### src/rtl/halving_counter_pkg.sv
// Shared types for the fixed-point halving/doubling counter.
// Imported by the step datapath and the sequencing top level.
package halving_counter_pkg;

    typedef enum logic [1:0] {
        IDLE = 2'd0,
        EMIT = 2'd1,
        DONE = 2'd2
    } state_e;

    typedef enum logic {
        MODE_HALVE  = 1'b0,
        MODE_DOUBLE = 1'b1
    } mode_e;

    typedef enum logic [1:0] {
        CAUSE_END  = 2'd0,
        CAUSE_SAT  = 2'd1,
        CAUSE_ZERO = 2'd2
    } cause_e;

endpackage

### src/rtl/halving_counter_if.sv
// Start / step / completion bundle of the halving counter.
// master drives requests and accepts steps; slave is the engine.
interface halving_counter_if #(
    parameter int WIDTH = 64,
    parameter int CNT_W = 7
);
    logic             start_valid;
    logic             start_ready;
    logic [WIDTH-1:0] start_value;
    logic             start_mode;
    logic             step_valid;
    logic             step_ready;
    logic [WIDTH-1:0] step_value;
    logic [CNT_W-1:0] step_count;
    logic             done;
    logic [CNT_W-1:0] done_count;
    logic [1:0]       done_cause;

    modport master (
        output start_valid, start_value, start_mode, step_ready,
        input  start_ready, step_valid, step_value, step_count,
        input  done, done_count, done_cause
    );

    modport slave (
        input  start_valid, start_value, start_mode, step_ready,
        output start_ready, step_valid, step_value, step_count,
        output done, done_count, done_cause
    );
endinterface

### src/rtl/halving_step.sv
// Next-value function: shift right (halve) or left (double) and
// flag when the sequence ends instead of producing a usable value.
module halving_step
    import halving_counter_pkg::*;
#(
    parameter int WIDTH = 64
) (
    input  logic [WIDTH-1:0] value_i,
    input  mode_e            mode_i,
    output logic [WIDTH-1:0] next_o,
    output logic             term_o
);

    always_comb begin
        next_o = value_i;
        term_o = 1'b1;
        unique case (mode_i)
            MODE_HALVE: begin
                next_o = value_i >> 1;
                term_o = (value_i >> 1) == '0;
            end
            MODE_DOUBLE: begin
                next_o = value_i << 1;
                term_o = value_i[WIDTH-1];
            end
            default: begin
                next_o = value_i;
                term_o = 1'b1;
            end
        endcase
    end

endmodule

### src/rtl/halving_counter.sv
// Sequencer for the halving counter: accepts a start value, streams each
// halved/doubled value with a 1-based count, then pulses done with a cause.
module halving_counter
    import halving_counter_pkg::*;
#(
    parameter int WIDTH = 64,
    parameter int CNT_W = 7
) (
    input logic               clk,
    input logic               rst,
    halving_counter_if.slave  bus
);

    state_e           state_q, state_d;
    logic [WIDTH-1:0] value_q, value_d;
    logic [CNT_W-1:0] count_q, count_d;
    mode_e            mode_q,  mode_d;
    cause_e           cause_q, cause_d;

    logic [WIDTH-1:0] step_in;
    mode_e            step_mode;
    logic [WIDTH-1:0] step_next;
    logic             step_term;

    // One step unit serves both the start check and the streaming path
    assign step_in   = (state_q == IDLE) ? bus.start_value : value_q;
    assign step_mode = (state_q == IDLE) ? mode_e'(bus.start_mode) : mode_q;

    halving_step #(
        .WIDTH (WIDTH)
    ) u_step (
        .value_i (step_in),
        .mode_i  (step_mode),
        .next_o  (step_next),
        .term_o  (step_term)
    );

    always_comb begin
        state_d = state_q;
        value_d = value_q;
        count_d = count_q;
        mode_d  = mode_q;
        cause_d = cause_q;
        unique case (state_q)
            IDLE: begin
                if (bus.start_valid) begin
                    mode_d  = mode_e'(bus.start_mode);
                    count_d = '0;
                    unique case (1'b1)
                        (bus.start_value == '0): begin
                            cause_d = CAUSE_ZERO;
                            state_d = DONE;
                        end
                        (bus.start_value != '0) && step_term: begin
                            cause_d = CAUSE_END;
                            state_d = DONE;
                        end
                        default: begin
                            value_d = step_next;
                            count_d = CNT_W'(1);
                            state_d = EMIT;
                        end
                    endcase
                end
            end
            EMIT: begin
                if (bus.step_ready) begin
                    unique case (1'b1)
                        step_term: begin
                            cause_d = CAUSE_END;
                            state_d = DONE;
                        end
                        !step_term && (count_q == '1): begin
                            cause_d = CAUSE_SAT;
                            state_d = DONE;
                        end
                        default: begin
                            value_d = step_next;
                            count_d = count_q + CNT_W'(1);
                        end
                    endcase
                end
            end
            DONE: state_d = IDLE;
            default: state_d = IDLE;
        endcase
    end

    always_ff @(posedge clk) begin
        if (rst) begin
            state_q <= IDLE;
            value_q <= '0;
            count_q <= '0;
            mode_q  <= MODE_HALVE;
            cause_q <= CAUSE_END;
        end else begin
            state_q <= state_d;
            value_q <= value_d;
            count_q <= count_d;
            mode_q  <= mode_d;
            cause_q <= cause_d;
        end
    end

    assign bus.start_ready = (state_q == IDLE);
    assign bus.step_valid  = (state_q == EMIT);
    assign bus.done        = (state_q == DONE);
    assign bus.step_value  = value_q;
    assign bus.step_count  = count_q;
    assign bus.done_count  = count_q;
    assign bus.done_cause  = cause_q;

endmodule

### src/flat_wrapper.sv
// flat-port wrapper written by rule: the top's interface ports become plain ports
module halving_counter_flat import halving_counter_pkg::*;
#(
    parameter int WIDTH = 64,
    parameter int CNT_W = 7
)
  (clk, rst, bus_start_valid, bus_start_value, bus_start_mode, bus_step_ready, bus_start_ready, bus_step_valid, bus_step_value, bus_step_count, bus_done, bus_done_count, bus_done_cause);
  halving_counter_if #(.WIDTH(WIDTH), .CNT_W(CNT_W)) bus_i ();
  input logic clk;
  input logic rst;
  input wire logic [$bits(bus_i.start_valid)-1:0] bus_start_valid;
  input wire logic [$bits(bus_i.start_value)-1:0] bus_start_value;
  input wire logic [$bits(bus_i.start_mode)-1:0] bus_start_mode;
  input wire logic [$bits(bus_i.step_ready)-1:0] bus_step_ready;
  output wire logic [$bits(bus_i.start_ready)-1:0] bus_start_ready;
  output wire logic [$bits(bus_i.step_valid)-1:0] bus_step_valid;
  output wire logic [$bits(bus_i.step_value)-1:0] bus_step_value;
  output wire logic [$bits(bus_i.step_count)-1:0] bus_step_count;
  output wire logic [$bits(bus_i.done)-1:0] bus_done;
  output wire logic [$bits(bus_i.done_count)-1:0] bus_done_count;
  output wire logic [$bits(bus_i.done_cause)-1:0] bus_done_cause;
  assign bus_i.start_valid = bus_start_valid;
  assign bus_i.start_value = bus_start_value;
  assign bus_i.start_mode = bus_start_mode;
  assign bus_i.step_ready = bus_step_ready;
  assign bus_start_ready = bus_i.start_ready;
  assign bus_step_valid = bus_i.step_valid;
  assign bus_step_value = bus_i.step_value;
  assign bus_step_count = bus_i.step_count;
  assign bus_done = bus_i.done;
  assign bus_done_count = bus_i.done_count;
  assign bus_done_cause = bus_i.done_cause;
  halving_counter #(.WIDTH(WIDTH), .CNT_W(CNT_W)) u_core (.clk(clk), .rst(rst), .bus(bus_i));
endmodule
### config.mk
export PLATFORM = sky130hd
export DESIGN_NAME = halving_counter_flat
export DESIGN_NICKNAME = d
export VERILOG_FILES = /design/src/rtl/halving_counter_pkg.sv /design/src/rtl/halving_counter_if.sv /design/src/rtl/halving_step.sv /design/src/rtl/halving_counter.sv /design/src/flat_wrapper.sv
export SDC_FILE = /design/constraint.sdc
export NUM_CORES = 1
export LEC_CHECK = 0
export ABC_AREA = 1
export ABC_CLOCK_PERIOD_IN_PS = 2450
export BUFFER_PORTS_ARGS = -buffer_cell sky130_fd_sc_hd__buf_4
export CAP_MARGIN = 0
export CORE_ASPECT_RATIO = 0.6
export CORE_MARGIN = 10
export CORE_UTILIZATION = 45
export CTS_BUF_LIST = sky130_fd_sc_hd__clkbuf_4 sky130_fd_sc_hd__clkbuf_8 sky130_fd_sc_hd__clkbuf_16
export DETAILED_ROUTE_END_ITERATION = 8
export GPL_TIMING_DRIVEN = 0
export MAX_ROUTING_LAYER = met4
export PLACE_DENSITY = 0.76
export SETUP_SLACK_MARGIN = 0.02
export SYNTH_ARGS = -nofsm -noshare
export SYNTH_HDL_FRONTEND = slang
export SYNTH_HIERARCHICAL = 1
export SYNTH_SLANG_ARGS = --single-unit
### constraint.sdc
create_clock -name clk -period 2.45 [get_ports clk]
set_input_delay 0.49 -clock clk [delete_from_list [all_inputs] [get_ports clk]]
set_output_delay 0.49 -clock clk [all_outputs]
set_load 0.1 [all_outputs]
==> qor.yml, run 1 <==
port_buffers: 151
ctsHoldBuffers: 0
async_reset_ff_share_pct: 0
drcViolationCount: 0
setup_viol: 74
place_inst: 1345
h-tree-depth: 3
fmaxAchievable_ghz: 0.358
synth.area.top_cells: "dfxtp_1, nand2_1, nor2_1"
cp_max_fo: 10
syn_area_per_cell_um2: 5.46
clkPwrFrac_pct: 11.8
seq_power_share_pct: 17.8
setup_tns_ns: -20.19
skew_ns: 0.00595
grt_pass1_wl_mm: 31.7
worst_pin_slew_ns: 0.552
die_w_um: 164
syn-instance-count: 1029
cts_buffer_depth: 2
finalWirelength_mm: 21.1
crit-reg2reg-launch: "u_core/state_q[0]$_SDFFE_PP0P_"
period_needed_ns: 2.80
slowest_delay_ns: 0.36
finalNetCount: 1286
min_path_type: "in -> reg"
drtPass1Iterations: 6
hold_slack_ns: 0.334
p_per_area_nw_per_um2: 1500
wl_per_cell_um: 15.2
critPathArrivalTime_ns: 3.06
clk_pin_slew_ns: 0.06
die_area_um2: 17500
drive_gt1_share_pct: 36.2
clk-insertion-delay-late_ns: 0.35
synth_nets: 1099
path_cells: "nor2_4, inv_4, clkbuf_16, buf_6, nand2_1, nand2_2, nor2_2, nand2_1, nor2_1, nand2_1, nor2_1, nand2_1, nand2_2, inv_2, nand2_2, nand2_2, nand2_4, inv_8, clkbuf_16, buf_4, nand3_1, nand2_1, nor2_1"
grt_usage_pct: 22.6
rr_endpoint: "u_core/bus.step_value[3]$_SDFFE_PP0P_"
status: "finished with violations"
synth_top_area_share_pct: 27.1
cts-root-buf: "clkbuf_16"
grt_max_degree: 14
synth_ff_type: "dfxtp_1"
leakagePower_uw: 0.00427
p_sw_share_pct: 57.3
cts_num_sinks: 76
setup_ws_ns: -0.346
finalHoldViolations: 0
slowest_stage: "dfxtp_4"
placementRows: 31
dp_hpwl_mm: 14.9
diodes: 0
synthToLayoutAreaGrowth_pct: 48.2
synthesis.area_um2: 5620
post-route-period-util_pct: 114
drt-initial-drc-count: 983
crit_type: "reg -> reg"
yosys.area.top_type: "dfxtp_1"
grt_remaining_overflow: 0
rsz0062_at_grt: "true"
synth_edf_count: 0
start_util_pct: 46.3
cts_tree: "yes"
violations: "negative setup slack"
grt_antenna_before_repair: 0
coreArea_um2: 12100
endpoint: "u_core/bus.step_value[3]$_SDFFE_PP0P_"
via_per_inst: 5.13
io_pins: 152
cp.required_ns: 2.72
cp-start-kind: "register"
max_cap_viol_count: 0
cpMostUsedCell: "nand2_1"
stdcell_count: 1386
gp_congestion: 0.932
num_vias: 7116
ff2ff_path_depth: 23
synth.distinct_cells: 23
cts_inserted_buffers: 9
synth.yosys.warnings: 6
grt_pass1_vias: 6157
ys_seq_elements: 76
dp_slack_ns: -0.729
r2r_slack_ns: -0.35
synth-seq-area-share_pct: 27.1
ant_nets: 0
internal_power_uw: 5330
peakVddDrop_mv: 0.818
p_switching_uw: 7160
relSlewSlack_pct: 63.2
combPwrFrac_pct: 70.4
endpoint_kind: "register"
finalMaxSlewViolations: 0
die_h_um: 107
crit_path_start: "u_core/state_q[0]$_SDFFE_PP0P_"
## sequential cells by signal, indices dropped and copies added (netlist names)
register,count
u_core/bus.done_cause,2
u_core/mode_q,1
u_core/bus.step_value,64
u_core/state_q,2
u_core/bus.done_count,7
## power by group through the flow
stage | sequential, uW | clock [uW] | combinational (uW)
2_1_floorplan | 5040 | 0 | 3070
3_5_place_dp | 2140 | 0 | 7590
5_1_grt | 2290 | 1530 | 9340
4_1_cts | 2140 | 1480 | 7940
3_3_place_gp | 2140 | 0 | 7540
6_report | 2220 | 1470 | 8800
## synthesized netlist by cell type, types with 5 or more instances
| library cell | instances |
|---|---|
| dfxtp_1 | 76 |
| inv_1 | 113 |
| buf_2 | 12 |
| inv_2 | 5 |
| a21oi_2 | 10 |
| buf_4 | 7 |
| nand3_1 | 72 |
| a21oi_1 | 91 |
| nor2_1 | 193 |
| nand2_1 | 350 |
| clkbuf_1 | 30 |
| buf_6 | 15 |
| buf_1 | 6 |
| o21ai_0 | 36 |
## cell families after synthesis
group | synth area share, %
compound gates | 13.0
xor+xnor | 0.312
fa+ha+maj | 0.222
buf+inv | 15.3
flops | 27.1
mux | 0.267
simple gates | 43.9
## worst max-delay path, delay by kind of cell, from the launching register on
family / cells / cell delay, ns
DFF: 1 / 0.36
and+or+nand+nor: 16 / 1.54
buffers and inverters: 7 / 0.83
## area by class of cell
cell class / instances / area [um^2]
multi-input cells: 765 / 3650
flip-flops and latches: 76 / 1610
clock buffers: 10 / 233
plain buffers: 69 / 679
fillers: 1078 / 3810
well taps: 165 / 206
inverters: 118 / 453
repair buffers: 177 / 1420
clock inverters: 6 / 88.8
## through the flow
| step | util [%] | instance area [um^2] | total power, uW |
|---|---|---|---|
| floorplan | - | 5760 | 8110 |
| global route | 68.6 | 8330 | 13200 |
| finish | 68.6 | 8330 | 12500 |
| CTS | 63.5 | 7710 | 11600 |
| detailed placement | 58.5 | 7100 | 9730 |
| global placement | 58.5 | 7100 | 9680 |
## how the worst min path moves through the flow
stage                               start                                    end  slack (ns)  cells past startpoint
6_report                              rst  u_core/bus.done_count[1]$_SDFFE_PP0P_        0.33                      2
3_3_place_gp   u_core/mode_q$_SDFFE_PP0P_             u_core/mode_q$_SDFFE_PP0P_        0.46                      2
5_1_grt                               rst  u_core/bus.done_count[1]$_SDFFE_PP0P_        0.33                      2
3_5_place_dp   u_core/mode_q$_SDFFE_PP0P_             u_core/mode_q$_SDFFE_PP0P_        0.47                      2
2_1_floorplan  u_core/mode_q$_SDFFE_PP0P_             u_core/mode_q$_SDFFE_PP0P_        0.44                      2
4_1_cts                               rst  u_core/bus.done_count[1]$_SDFFE_PP0P_        0.33                      2
## cells in the final DEF (no fill, tap or decap), types with 2 or more instances in the layout
cell	n
nand2_1	320
a21oi_1	37
inv_1	111
buf_6	17
dfxtp_1	9
dfxtp_4	2
inv_2	5
xor2_1	2
buf_2	10
clkbuf_4	5
clkbuf_1	9
nor2_2	11
nor3_1	2
buf_8	5
nor2_1	179
a21oi_2	57
nand3_1	72
nand3_2	2
dfxtp_2	65
clkbuf_2	2
nor2_4	5
o21ai_0	35
nand2_4	5
bufinv_16	2
clkbuf_16	15
clkinvlp_4	2
a21oi_4	7
buf_12	8
nand2_2	26
buf_4	184
## routing by layer
layer	global-route usage, %	part of all wire, %	vias up
met2	30.0	41	378
met5	-	0	-
met3	5.46	11	27
li1	-	-	3525
met1	33.0	47	3186
met4	5.27	0.98	0
## what timing repair did
action | in CTS | in global routing
setup endpoints to repair | 75 | 74
pin swaps | 10 | 35
hold endpoints to repair | 0 | 0
setup buffers | 9 | 11
cloned | 1 | 5
resized for setup | 69 | 140
Note: power is estimated with default switching activity, not from simulation.
==> run 2, diff against run 1 <==
--- a/config.mk
+++ b/config.mk
@@ -5,16 +5,14 @@
 export SDC_FILE = /design/constraint.sdc
 export NUM_CORES = 1
 export LEC_CHECK = 0
-export ABC_AREA = 1
 export ABC_CLOCK_PERIOD_IN_PS = 2450
 export BUFFER_PORTS_ARGS = -buffer_cell sky130_fd_sc_hd__buf_4
 export CAP_MARGIN = 0
 export CORE_ASPECT_RATIO = 0.6
-export CORE_MARGIN = 10
 export CORE_UTILIZATION = 45
 export CTS_BUF_LIST = sky130_fd_sc_hd__clkbuf_4 sky130_fd_sc_hd__clkbuf_8 sky130_fd_sc_hd__clkbuf_16
 export DETAILED_ROUTE_END_ITERATION = 8
-export GPL_TIMING_DRIVEN = 0
+export GPL_TIMING_DRIVEN = 1
 export MAX_ROUTING_LAYER = met4
 export PLACE_DENSITY = 0.76
 export SETUP_SLACK_MARGIN = 0.02
==> run 2 against run 1 <==
Net effect:
- utilization rose by 5.2 points
- routed wire length fell by 3.1%
- the run still ends with negative setup slack left
- combinational power fell by 55%
- cell count fell by 27%
- sequential share of layout area fell by 2.2 points
- largest cell class unchanged
- cell area rose by 6.9%
- setup slack got worse by 0.81 ns
- clock power fell by 9.5%
- sequential power fell by 32%
==> qor.yml, run 2 <==
h-tree-depth: 3
finalMaxSlewViolations: 0
synth.area.top_cells: "dfxtp_1, mux2_2, mux2i_1"
peakVddDrop_mv: 0.521
diodes: 0
endpoint: "u_core/bus.step_value[1]$_SDFFE_PP0P_"
cp.required_ns: 2.72
largest_reg_flops: 64
drtPass1Iterations: 5
cts-root-buf: "clkbuf_16"
finalWirelength_mm: 20.5
synth.yosys.warnings: 6
final_common_cell: "buf_4"
ctsHoldBuffers: 0
skew_ns: 0.00620
grt_usage_pct: 31.8
layout_common_cells: "buf_4, mux2_2, dfxtp_1"
synthesis.area_um2: 5580
crit_path_start: "u_core/state_q[1]$_SDFFE_PP0P_"
die_area_um2: 12900
dp_slack_ns: -1.14
post-route-period-util_pct: 147
coreArea_um2: 12100
gp_congestion: 0.911
ant_nets: 0
critPathArrivalTime_ns: 3.87
p_total_uw: 6780
synth.distinct_cells: 45
start_util_pct: 46.2
yosys.area.top_type: "dfxtp_1"
max_cap_viol_count: 0
ff2ff_path_depth: 15
grt_remaining_overflow: 0
cts_num_sinks: 76
cp_max_fo: 11
min_path_type: "in -> reg"
drive_gt1_share_pct: 64.8
clk_pin_slew_ns: 0.06
endpoint_kind: "register"
cts_buffer_depth: 2
status: "finished with violations"
worst_pin_slew_ns: 0.848
drcViolationCount: 0
io_pins: 152
via_per_inst: 5.46
grt_pass1_wl_mm: 30.5
die_h_um: 88.2
cts_tree: "yes"
synth_edf_count: 0
grt_antenna_before_repair: 0
grt_pass1_vias: 5649
ys_seq_elements: 76
clk-insertion-delay-late_ns: 0.35
syn-instance-count: 543
syn_area_per_cell_um2: 10.3
wl_per_cell_um: 20.1
synthTopCellsByCount: "mux2_2, dfxtp_1, mux2i_1"
synth_most_common_cell: "mux2_2"
placementRows: 31
relSlewSlack_pct: 43.5
num_vias: 5553
dp_hpwl_mm: 13.1
period_needed_ns: 3.60
final_area_um2: 8910
finalNetCount: 917
cp-start-kind: "register"
finalHoldViolations: 0
crit_type: "reg -> reg"
async_reset_ff_share_pct: 0
synth-seq-area-share_pct: 27.3
violations: "negative setup slack"
rr_endpoint: "u_core/bus.step_value[1]$_SDFFE_PP0P_"
grt_max_degree: 138
p_per_area_nw_per_um2: 761
leakagePower_uw: 0.00414
synth_ff_type: "dfxtp_1"
setup_ws_ns: -1.15
die_w_um: 146
crit-reg2reg-launch: "u_core/state_q[1]$_SDFFE_PP0P_"
synth_top_area_share_pct: 27.3
fmaxAchievable_ghz: 0.278
setup_viol: 75
drt-initial-drc-count: 332
synthToLayoutAreaGrowth_pct: 59.7
port_buffers: 151
cts_inserted_buffers: 9
rsz0062_at_grt: "true"
r2r_slack_ns: -1.15
synth_nets: 613
place_area_um2: 7910
==> run 2: changes by cell type in the layout (fill, tap and decap cells not counted), moves of 65 or more <==
cell | previous run | this run
nor2_1 | 179 | 8
dfxtp_1 | 9 | 74
mux2_2 | 0 | 97
nand3_1 | 72 | 3
nand2_1 | 320 | 3
inv_1 | 111 | 2
buf_4 | 184 | 315
==> run 2: area by class of cell <==
class / count / area, um^2
Fill cell: 784 / 3150
Sequential cell: 76 / 1520
Inverter: 3 / 23.8
Timing Repair Buffer: 338 / 2840
Tap cell: 165 / 206
Multi-Input combinational cell: 419 / 4030
Clock buffer: 15 / 289
Clock inverter: 1 / 5.00
==> run 2: what timing repair did <==
| item | in CTS | in global routing |
|---|---|---|
| pin swaps | 4 | 11 |
| setup endpoints to repair | 75 | 75 |
| gates cloned | 7 | 1 |
| buffers inserted | 11 | 10 |
| resized for setup | 43 | 28 |
==> run 2: routing by layer <==
layer	track usage [%]	routed length (um)
met5	-	0
met2	52.5	9450
met4	8.13	346
met3	7.63	1700
met1	39.3	8980
==> run 2: worst max-delay path, stage by stage, from the launching register on <==
cell and delay [ns]:
dfxtp_2 0.32, or2_4 0.28, clkinv_8 0.09, buf_4 0.14, buf_8 0.16, mux2_2 0.37, nor4_1 0.39, nand4_1 0.22
nor4_1 0.30, a21o_1 0.21, a311o_2 0.18, a21oi_4 0.07, a22oi_4 0.20, buf_12 0.20, buf_16 0.16, mux2i_4 0.23
==> run 2: worst min path at each step <==
| stage | start | to | slack [ns] | depth (start not counted) |
|---|---|---|---|---|
| 2_1_floorplan | u_core/mode_q$_SDFFE_PP0P_ | u_core/mode_q$_SDFFE_PP0P_ | 0.45 | 2 |
| 3_3_place_gp | u_core/mode_q$_SDFFE_PP0P_ | u_core/mode_q$_SDFFE_PP0P_ | 0.46 | 2 |
| 3_5_place_dp | u_core/mode_q$_SDFFE_PP0P_ | u_core/mode_q$_SDFFE_PP0P_ | 0.49 | 2 |
| 4_1_cts | bus_start_mode | u_core/mode_q$_SDFFE_PP0P_ | 0.44 | 3 |
| 5_1_grt | bus_start_mode | u_core/mode_q$_SDFFE_PP0P_ | 0.48 | 3 |
| 6_report | bus_start_mode | u_core/mode_q$_SDFFE_PP0P_ | 0.46 | 3 |
==> run 2: cells by family (layout without fill, tap and decap cells) <==
logic type	count (synthesis)	after routing	synth area share, %
and+or+nand+nor	199	199	25.0
adders and majority gates	1	1	0.224
xor gates and xnor gates	4	4	0.628
DFF	76	76	27.3
muxes	192	192	37.3
buffers and inverters	48	357	6.39
AOI/OAI and AO/OA	23	23	3.19
==> run 2: through the flow <==
stage | hold WS (ns) | instances | TNS [ns] | utilization, %
2_1_floorplan | 0.451 | 543 | -40.62 | -
3_3_place_gp | 0.462 | 975 | -68.64 | 65.6
3_5_place_dp | 0.486 | 975 | -79.80 | 65.6
4_1_cts | 0.439 | 1009 | -60.12 | 72.4
5_1_grt | 0.480 | 1017 | -82.78 | 73.9
6_report | 0.461 | 1017 | -81.40 | 73.9
==> run 2: report_power, final <==
| group | total [uW] | leakage, uW | switching, uW | internal [uW] |
|---|---|---|---|---|
| combinational | 3950 | 0.00337 | 2310 | 1640 |
| sequential | 1500 | 0.000623 | 98.5 | 1400 |
| clock | 1330 | 0.000150 | 525 | 802 |
| total | 6780 | 0.00414 | 2940 | 3850 |
